**src/rtl/writeback_stage.sv**
```systemverilog
// Writeback stage: a single-entry register between the memory stage and the
// register file. Load data is formatted here. The stage drives a one-cycle
// register-file write pulse, a forwarding view of the held entry and a
// commit bundle that holds the last retired instruction.
// The load formatter assumes XLEN >= 32.
module writeback_stage #(
    parameter int XLEN = 64
) (
    input  logic            clk,
    input  logic            rst,

    input  logic            in_valid,
    output logic            in_ready,
    input  logic            flush,
    input  logic            hold,

    input  logic [31:0]     in_inst,
    input  logic [XLEN-1:0] in_pc,
    input  logic [4:0]      in_rd,
    input  logic            in_rd_we,
    input  logic [XLEN-1:0] in_alu_result,
    input  logic            in_is_load,
    input  logic [1:0]      in_load_size,
    input  logic            in_load_unsigned,
    input  logic [XLEN-1:0] in_mem_rdata,
    input  logic [2:0]      in_addr_low,
    input  logic            in_jump_valid,
    input  logic [XLEN-1:0] in_jump_target,
    input  logic            in_difftest_skip,

    output logic            rf_we,
    output logic [4:0]      rf_waddr,
    output logic [XLEN-1:0] rf_wdata,

    output logic            fwd_valid,
    output logic [4:0]      fwd_rd,
    output logic [XLEN-1:0] fwd_data,

    output logic [XLEN-1:0] commit_inst_counter,
    output logic [31:0]     commit_inst,
    output logic [XLEN-1:0] commit_pc,
    output logic            commit_jump_valid,
    output logic [XLEN-1:0] commit_jump_target,
    output logic            commit_difftest_skip
);

    localparam logic [1:0] SIZE_B = 2'd0;
    localparam logic [1:0] SIZE_H = 2'd1;
    localparam logic [1:0] SIZE_W = 2'd2;

    logic            w_accept;
    logic            w_writes_rf;
    logic            w_sign_en;
    logic [2:0]      w_lane_mask;
    logic [2:0]      w_offset;
    logic [XLEN-1:0] w_shifted;
    logic [XLEN-1:0] w_load_data;
    logic [XLEN-1:0] w_result;

    logic            r_valid;
    logic            r_wb_pending;
    logic [4:0]      r_rd;
    logic            r_rd_we;
    logic [XLEN-1:0] r_result;
    logic [XLEN-1:0] r_commit_inst_counter;
    logic [31:0]     r_inst;
    logic [XLEN-1:0] r_pc;
    logic            r_jump_valid;
    logic [XLEN-1:0] r_jump_target;
    logic            r_difftest_skip;

    // hold dominates flush for readiness; flush only suppresses acceptance.
    assign in_ready    = !hold;
    assign w_accept    = in_valid && in_ready && !flush;
    assign w_writes_rf = in_rd_we && (in_rd != 5'd0);

    // Align the addressed lane to bit 0 and size/sign-extend it.
    always_comb begin
        w_lane_mask = 3'b000;
        w_load_data = '0;
        case (in_load_size)
            SIZE_B:  w_lane_mask = 3'b111;
            SIZE_H:  w_lane_mask = 3'b110;
            SIZE_W:  w_lane_mask = 3'b100;
            default: w_lane_mask = 3'b000;
        endcase
        w_offset  = in_addr_low & w_lane_mask;
        w_shifted = in_mem_rdata >> {w_offset, 3'b000};
        w_sign_en = !in_load_unsigned;
        case (in_load_size)
            SIZE_B:  w_load_data = {{(XLEN-8){w_sign_en & w_shifted[7]}},   w_shifted[7:0]};
            SIZE_H:  w_load_data = {{(XLEN-16){w_sign_en & w_shifted[15]}}, w_shifted[15:0]};
            SIZE_W:  w_load_data = {{(XLEN-32){w_sign_en & w_shifted[31]}}, w_shifted[31:0]};
            default: w_load_data = w_shifted;
        endcase
        w_result = in_is_load ? w_load_data : in_alu_result;
    end

    // Entry occupancy and the one-shot register-file write pulse.
    // The pulse never survives a second cycle of the same entry, held or not.
    always_ff @(posedge clk or posedge rst) begin
        if (rst) begin
            r_valid      <= 1'b0;
            r_wb_pending <= 1'b0;
        end else if (w_accept) begin
            r_valid      <= 1'b1;
            r_wb_pending <= w_writes_rf;
        end else begin
            r_valid      <= hold ? r_valid : 1'b0;
            r_wb_pending <= 1'b0;
        end
    end

    // Writeback payload of the held entry.
    always_ff @(posedge clk or posedge rst) begin
        if (rst) begin
            r_rd     <= '0;
            r_rd_we  <= 1'b0;
            r_result <= '0;
        end else if (w_accept) begin
            r_rd     <= in_rd;
            r_rd_we  <= in_rd_we;
            r_result <= w_result;
        end
    end

    // Commit bundle: survives the entry going invalid, changes only on acceptance.
    always_ff @(posedge clk or posedge rst) begin
        if (rst) begin
            r_inst          <= '0;
            r_pc            <= '0;
            r_jump_valid    <= 1'b0;
            r_jump_target   <= '0;
            r_difftest_skip <= 1'b0;
        end else if (w_accept) begin
            r_inst          <= in_inst;
            r_pc            <= in_pc;
            r_jump_valid    <= in_jump_valid;
            r_jump_target   <= in_jump_target;
            r_difftest_skip <= in_difftest_skip;
        end
    end

    // Retired-instruction counter; wraps naturally at 2^XLEN.
    always_ff @(posedge clk or posedge rst) begin
        if (rst) begin
            r_commit_inst_counter <= '0;
        end else if (w_accept) begin
            r_commit_inst_counter <= r_commit_inst_counter + 1'b1;
        end
    end

    assign rf_we    = r_wb_pending;
    assign rf_waddr = r_rd;
    assign rf_wdata = r_result;

    assign fwd_valid = r_valid && r_rd_we && (r_rd != 5'd0);
    assign fwd_rd    = r_rd;
    assign fwd_data  = r_result;

    assign commit_inst_counter  = r_commit_inst_counter;
    assign commit_inst          = r_inst;
    assign commit_pc            = r_pc;
    assign commit_jump_valid    = r_jump_valid;
    assign commit_jump_target   = r_jump_target;
    assign commit_difftest_skip = r_difftest_skip;

endmodule

```
**config.mk**
```make
export PLATFORM = sky130hd
export DESIGN_NAME = writeback_stage
export DESIGN_NICKNAME = d
export VERILOG_FILES = /design/src/rtl/writeback_stage.sv
export SDC_FILE = /design/constraint.sdc
export NUM_CORES = 1
export LEC_CHECK = 0
export CORE_AREA = 2 2 262 264
export DETAILED_ROUTE_END_ITERATION = 8
export DIE_AREA = 0 0 264 266
export HOLD_SLACK_MARGIN = 0.15
export SLEW_MARGIN = 20
export SYNTH_ARGS = -nofsm -noshare
export SYNTH_HDL_FRONTEND = slang
export SYNTH_SLANG_ARGS = --single-unit
export TNS_END_PERCENT = 50
```
**constraint.sdc**
```tcl
create_clock -name clk -period 25.3 [get_ports clk]
set_input_delay 3.795 -clock clk [delete_from_list [all_inputs] [get_ports clk]]
set_output_delay 3.795 -clock clk [all_outputs]
set_load 0.02 [all_outputs]
```
==> Yosys cells after proc, flatten, opt, wreduce, memory -nomap -nowiden <==
Index checks and enable logic that the tools add are counted.
{ "classes": {"addsub": 1, "eq_ne": 3, "shift": 1, "muxes": 6, "bitwise": 4, "reduce_logical": 11} }
{ "op_table": {"columns": ["cell", "count"], "rows": [
  ["64-bit one-hot mux with 3 select lines", 1],
  ["64-bit by 1-bit adder with 64-bit output (second input constant)", 1],
  ["64-bit 2-to-1 mux", 1],
  ["64-bit by 6-bit >> shifter with 64-bit output", 1],
  ["5-bit nonzero test", 2],
  ["3-bit one-hot mux with 3 select lines", 1],
  ["1-bit logical AND", 5],
  ["1-bit bitwise AND", 3],
  ["3-bit bitwise AND", 1],
  ["1-bit zero test", 3],
  ["1-bit 2-to-1 mux", 3],
  ["2-bit by 1-bit equality test with 1-bit output (second input constant)", 1],
  ["2-bit equality test (second input constant)", 1],
  ["2-bit zero test", 1],
  ["2-bit by 1-bit inequality test with 1-bit output (second input constant)", 1]
]} }
{ "totals": {"regBits": 298, "in_bits": 308, "out_inout_bits": 367, "elab_cells": 37} }

==> Logic depth before layout (Yosys ltp) <==
{ "depth": {"ltp_word": 7, "ltp_mapped": 9, "depth_no_buf": 6} }

==> Least setup slack after synthesis <==
OpenSTA, ideal clock, no wires.
{ "synth_path": {"kind": "input -> output", "start": "input port hold", "end": "output port in_ready", "arrival_time_ps": 3923, "required_ps": 21505, "path_slack_ps": 17582, "path_stages": 1, "n_path_buf": 0, "cell_sequence": "inv_1"} }
{ "synth_between": {"elab_chain_cells": 1} }
{ "synth_lines": {"columns": ["element", "line", "source"], "rows": [
  ["start, declared", "15", "input logic hold,"],
  ["1-bit zero test", "73", "assign in_ready = !hold;"],
  ["end, declared", "13", "output logic in_ready,"]
]} }
No other way between the ends.

==> Worst setup path after layout <==
Same ends and word-level chain as after synthesis.

==> flow_summary.yaml <==
worst_hold_path:
  min_to: "commit_inst[3]"
  min_path_cells: 2
  hold_class: "flop to flop"
  min-delay-start: "commit_inst[3]"
worst_setup_path:
  crit_required_ns: 21.50
  setup.worst_path.class: "input port to primary output"
  cp.arrival_ns: 4.97
  r2r_start: "commit_inst_counter[5]"
  rr_worst_depth: 6
  crit_start: "hold"
  start_kind: "input port"
  end_kind: "primary output"
  reg2reg_to: "commit_inst_counter[58]"
  crit_fanout: 4
  r2r_setup_slack_ns: 22.81
pwr:
  internal_power_mw: 1.11
  p_sw_mw: 0.514
  clock_power_share_pct: 34.1
  power_density_nw_per_um2: 72.6
  power_frac_comb_pct: 29.1
  p_sw_share_pct: 31.6
  ir_worst_vdd_mv: 0.0380
  power.leakage_nw: 9.72
  power_frac_seq_pct: 36.9
floorplan:
  core_area_um2: 67700
  start_util_pct: 20.6
  io_pins: 675
  die_x_um: 264
  num_rows: 96
  die-height_um: 266
  die-area_um2: 70200
routing:
  drc: 0
  viasPerCell: 4.38
  routed_wl_um: 56700
  drt_iter0_markers: 856
  wl_per_cell_um: 18.8
  vias: 13244
  antenna_left: 0
  firstDrtPassIters: 7
timing:
  tightest_slew_ns: 1.11
  final.min_clock_period_ns: 8.76
  setup_violations: 0
  slew_headroom_pct: 26.1
  holdWs_ns: 0.469
  setup_ws_ns: 16.54
  rsz0062_at_grt: "false"
  fin_crit_sh_pct: 34.6
  finalSetupTns_ns: 0
  final-hold-violation-count: 0
  drv_slew: 0
  fmax_ghz: 0.114
  worst_clock_skew_ns: 0.0220
cells_and_area:
  final_util_pct: 33.0
  syn_to_final_growth_pct: 60.2
  drive_gt1_share_pct: 5.10
  layout.nets: 2420
  multi_input_area_um2: 5620
  fillCellCount: 6916
  final_area_um2: 22400
  seq_area_um2: 7460
synthesis:
  syn_area_um2: 14000
  ys_types: 49
  async_flop_share_pct: 100
  synth_seq_cells: 298
  synth.net_count: 1848
  synth_edf_count: 0
  ys_seq_area_share_pct: 53.4
  synth_area_per_cell_um2: 9.08
  syn_inst: 1539
  yosysWarnings: 0
  synthFlopType: "dfrtp_1"
global_routing:
  first_global_vias: 13217
  gr-usage-met1_pct: 18.3
  antenna_found_initial: 3
  grt_first_pass_wirelength_um: 83700
  grt.total_usage_pct: 15.5
  globalRouteMet2Util_pct: 27.4
  grt_max_degree: 116
  grt_overflow: 0
  met3_usage_pct: 4.27
  busiest_layer: "met2"
clocking:
  cts_tree: "done"
  cts_resized: 0
  htreeDepth: 2
  clk_latency_ns: 0.55
  cts-root-buf: "clkbuf_16"
  cts_hold_buffers: 0
  cts_num_sinks: 298
  post-cts-setup-buffers: 0
  cts.path.max_buffers: 3
  path_clk_slew_ns: 0.05
  cts_inserted_buffers: 37
placement:
  post_dp_cell_area_um2: 21100
  place_ws_ns: 16.53
  gp_congestion: 0.880
  dp_hpwl_um: 43200
  io_buffer_count: 674
run:
  maxCapViolCount: 0
run_status:
  status: "finished, final reports clean"
==> sequential cells by signal, indices dropped and copies added, names as in the netlist <==
name,count
r_valid,1
fwd_rd,5
fwd_data,64
rf_we,1
commit_inst_counter,64
commit_difftest_skip,1
commit_jump_valid,1
commit_pc,64
r_rd_we,1
commit_inst,32
commit_jump_target,64
==> layout make-up <==
| type | count | share of cell area, % |
|---|---|---|
| well taps | 882 | 4.93 |
| clock buffers | 56 | 5.00 |
| clock inverters | 11 | 0.716 |
| repair buffers | 689 | 30.7 |
| flip-flops and latches | 298 | 33.3 |
| inverters | 12 | 0.235 |
| multi-input cells | 1073 | 25.1 |
| diodes | 1 | 0.0112 |
==> power groups by stage <==
stage	combinational (mW)	clock (mW)	sequential (mW)
after CTS	0.478	0.571	0.601
after floorplan	0.151	0	0.675
final	0.472	0.553	0.599
after global placement	0.474	0	0.605
after global routing	0.501	0.592	0.607
after detailed placement	0.476	0	0.607
==> through the flow <==
step | cells | total power, mW
CTS | 3020 | 1.65
global placement | 2953 | 1.08
global route | 3021 | 1.70
finish | 3022 | 1.62
detailed placement | 2953 | 1.08
floorplan | 1539 | 0.827
==> cells in the mapped netlist, types with 13 or more instances <==
cell      number  share of area (%)
a21oi_1       38                1.4
a31oi_1       32                1.4
buf_4         71                3.8
clkbuf_1      67                1.8
dfrtp_1      298                 53
mux2i_1       19                1.4
mux4_2        14                2.3
nand2_1      603                 16
nand3_1       39                1.4
nand4_1       13               0.58
nor2_1        21               0.56
nor3_1        14               0.50
o21ai_0       70                2.5
or3_1         58                2.6
xnor2_1       42                2.6
xor2_1        21                1.3
==> worst max-delay path, stage by stage <==
cell and delay [ns]:
clkdlybuf4s50_1 0.49, inv_1 0.09, clkdlybuf4s50_1 0.60
==> layout by cell type (no fill, tap or decap), types with 2 or more instances in the layout <==
cell type,synthesis,final
and4_1,7,7
nor4_2,5,5
or3_1,58,58
nand3_1,39,39
nor4_1,2,2
clkbuf_16,0,38
o211ai_1,12,12
and3_1,6,6
inv_1,12,11
nor3b_1,8,8
nand4_1,13,13
a31oi_1,32,32
xnor2_1,42,42
nor2b_1,6,6
o22ai_1,4,4
nand2_1,603,601
nand2b_1,7,7
xor2_1,21,21
a21oi_1,38,38
bufinv_16,0,3
clkbuf_1,67,8
and2_1,7,7
o21ai_0,70,70
clkbuf_8,0,10
dfrtp_1,298,298
nand4_4,2,2
clkdlybuf4s50_1,0,673
mux2i_1,19,19
mux4_2,14,14
nor2_1,21,21
nor3_1,14,14
a221o_1,4,4
clkinv_2,0,5
buf_4,71,14
nor3b_4,1,2
==> cell families (layout without fill, tap and decap cells) <==
kind of cell	after synthesis	in the layout	synth area share [%]
AND/OR/NAND/NOR	807	807	25.4
flip-flops	298	298	53.4
AO/OA/AOI/OAI	168	168	6.94
buffers and inverters	168	768	6.50
XOR/XNOR	63	63	3.95
multiplexers	34	34	3.70
adder cells (fa/ha/maj)	1	1	0.0896
other	0	1	0
==> per-layer routing <==
layer  wire [µm]  up-vias
met5          13        -
met4        1310        2
met3        4560       77
met2       28500      549
met1       22300     6441
li1            -     6175
==> worst max-delay path by stage <==
| stage | end | slack (ns) | cells past startpoint |
|---|---|---|---|
| 6_report | in_ready | 16.54 | 3 |
| 5_1_grt | in_ready | 16.49 | 3 |
| 4_1_cts | in_ready | 16.53 | 3 |
| 3_5_place_dp | in_ready | 16.53 | 3 |
| 3_3_place_gp | in_ready | 16.50 | 3 |
| 2_1_floorplan | commit_difftest_skip | 13.27 | 1 |
No activity file was read; power rests on OpenSTA's default activity.
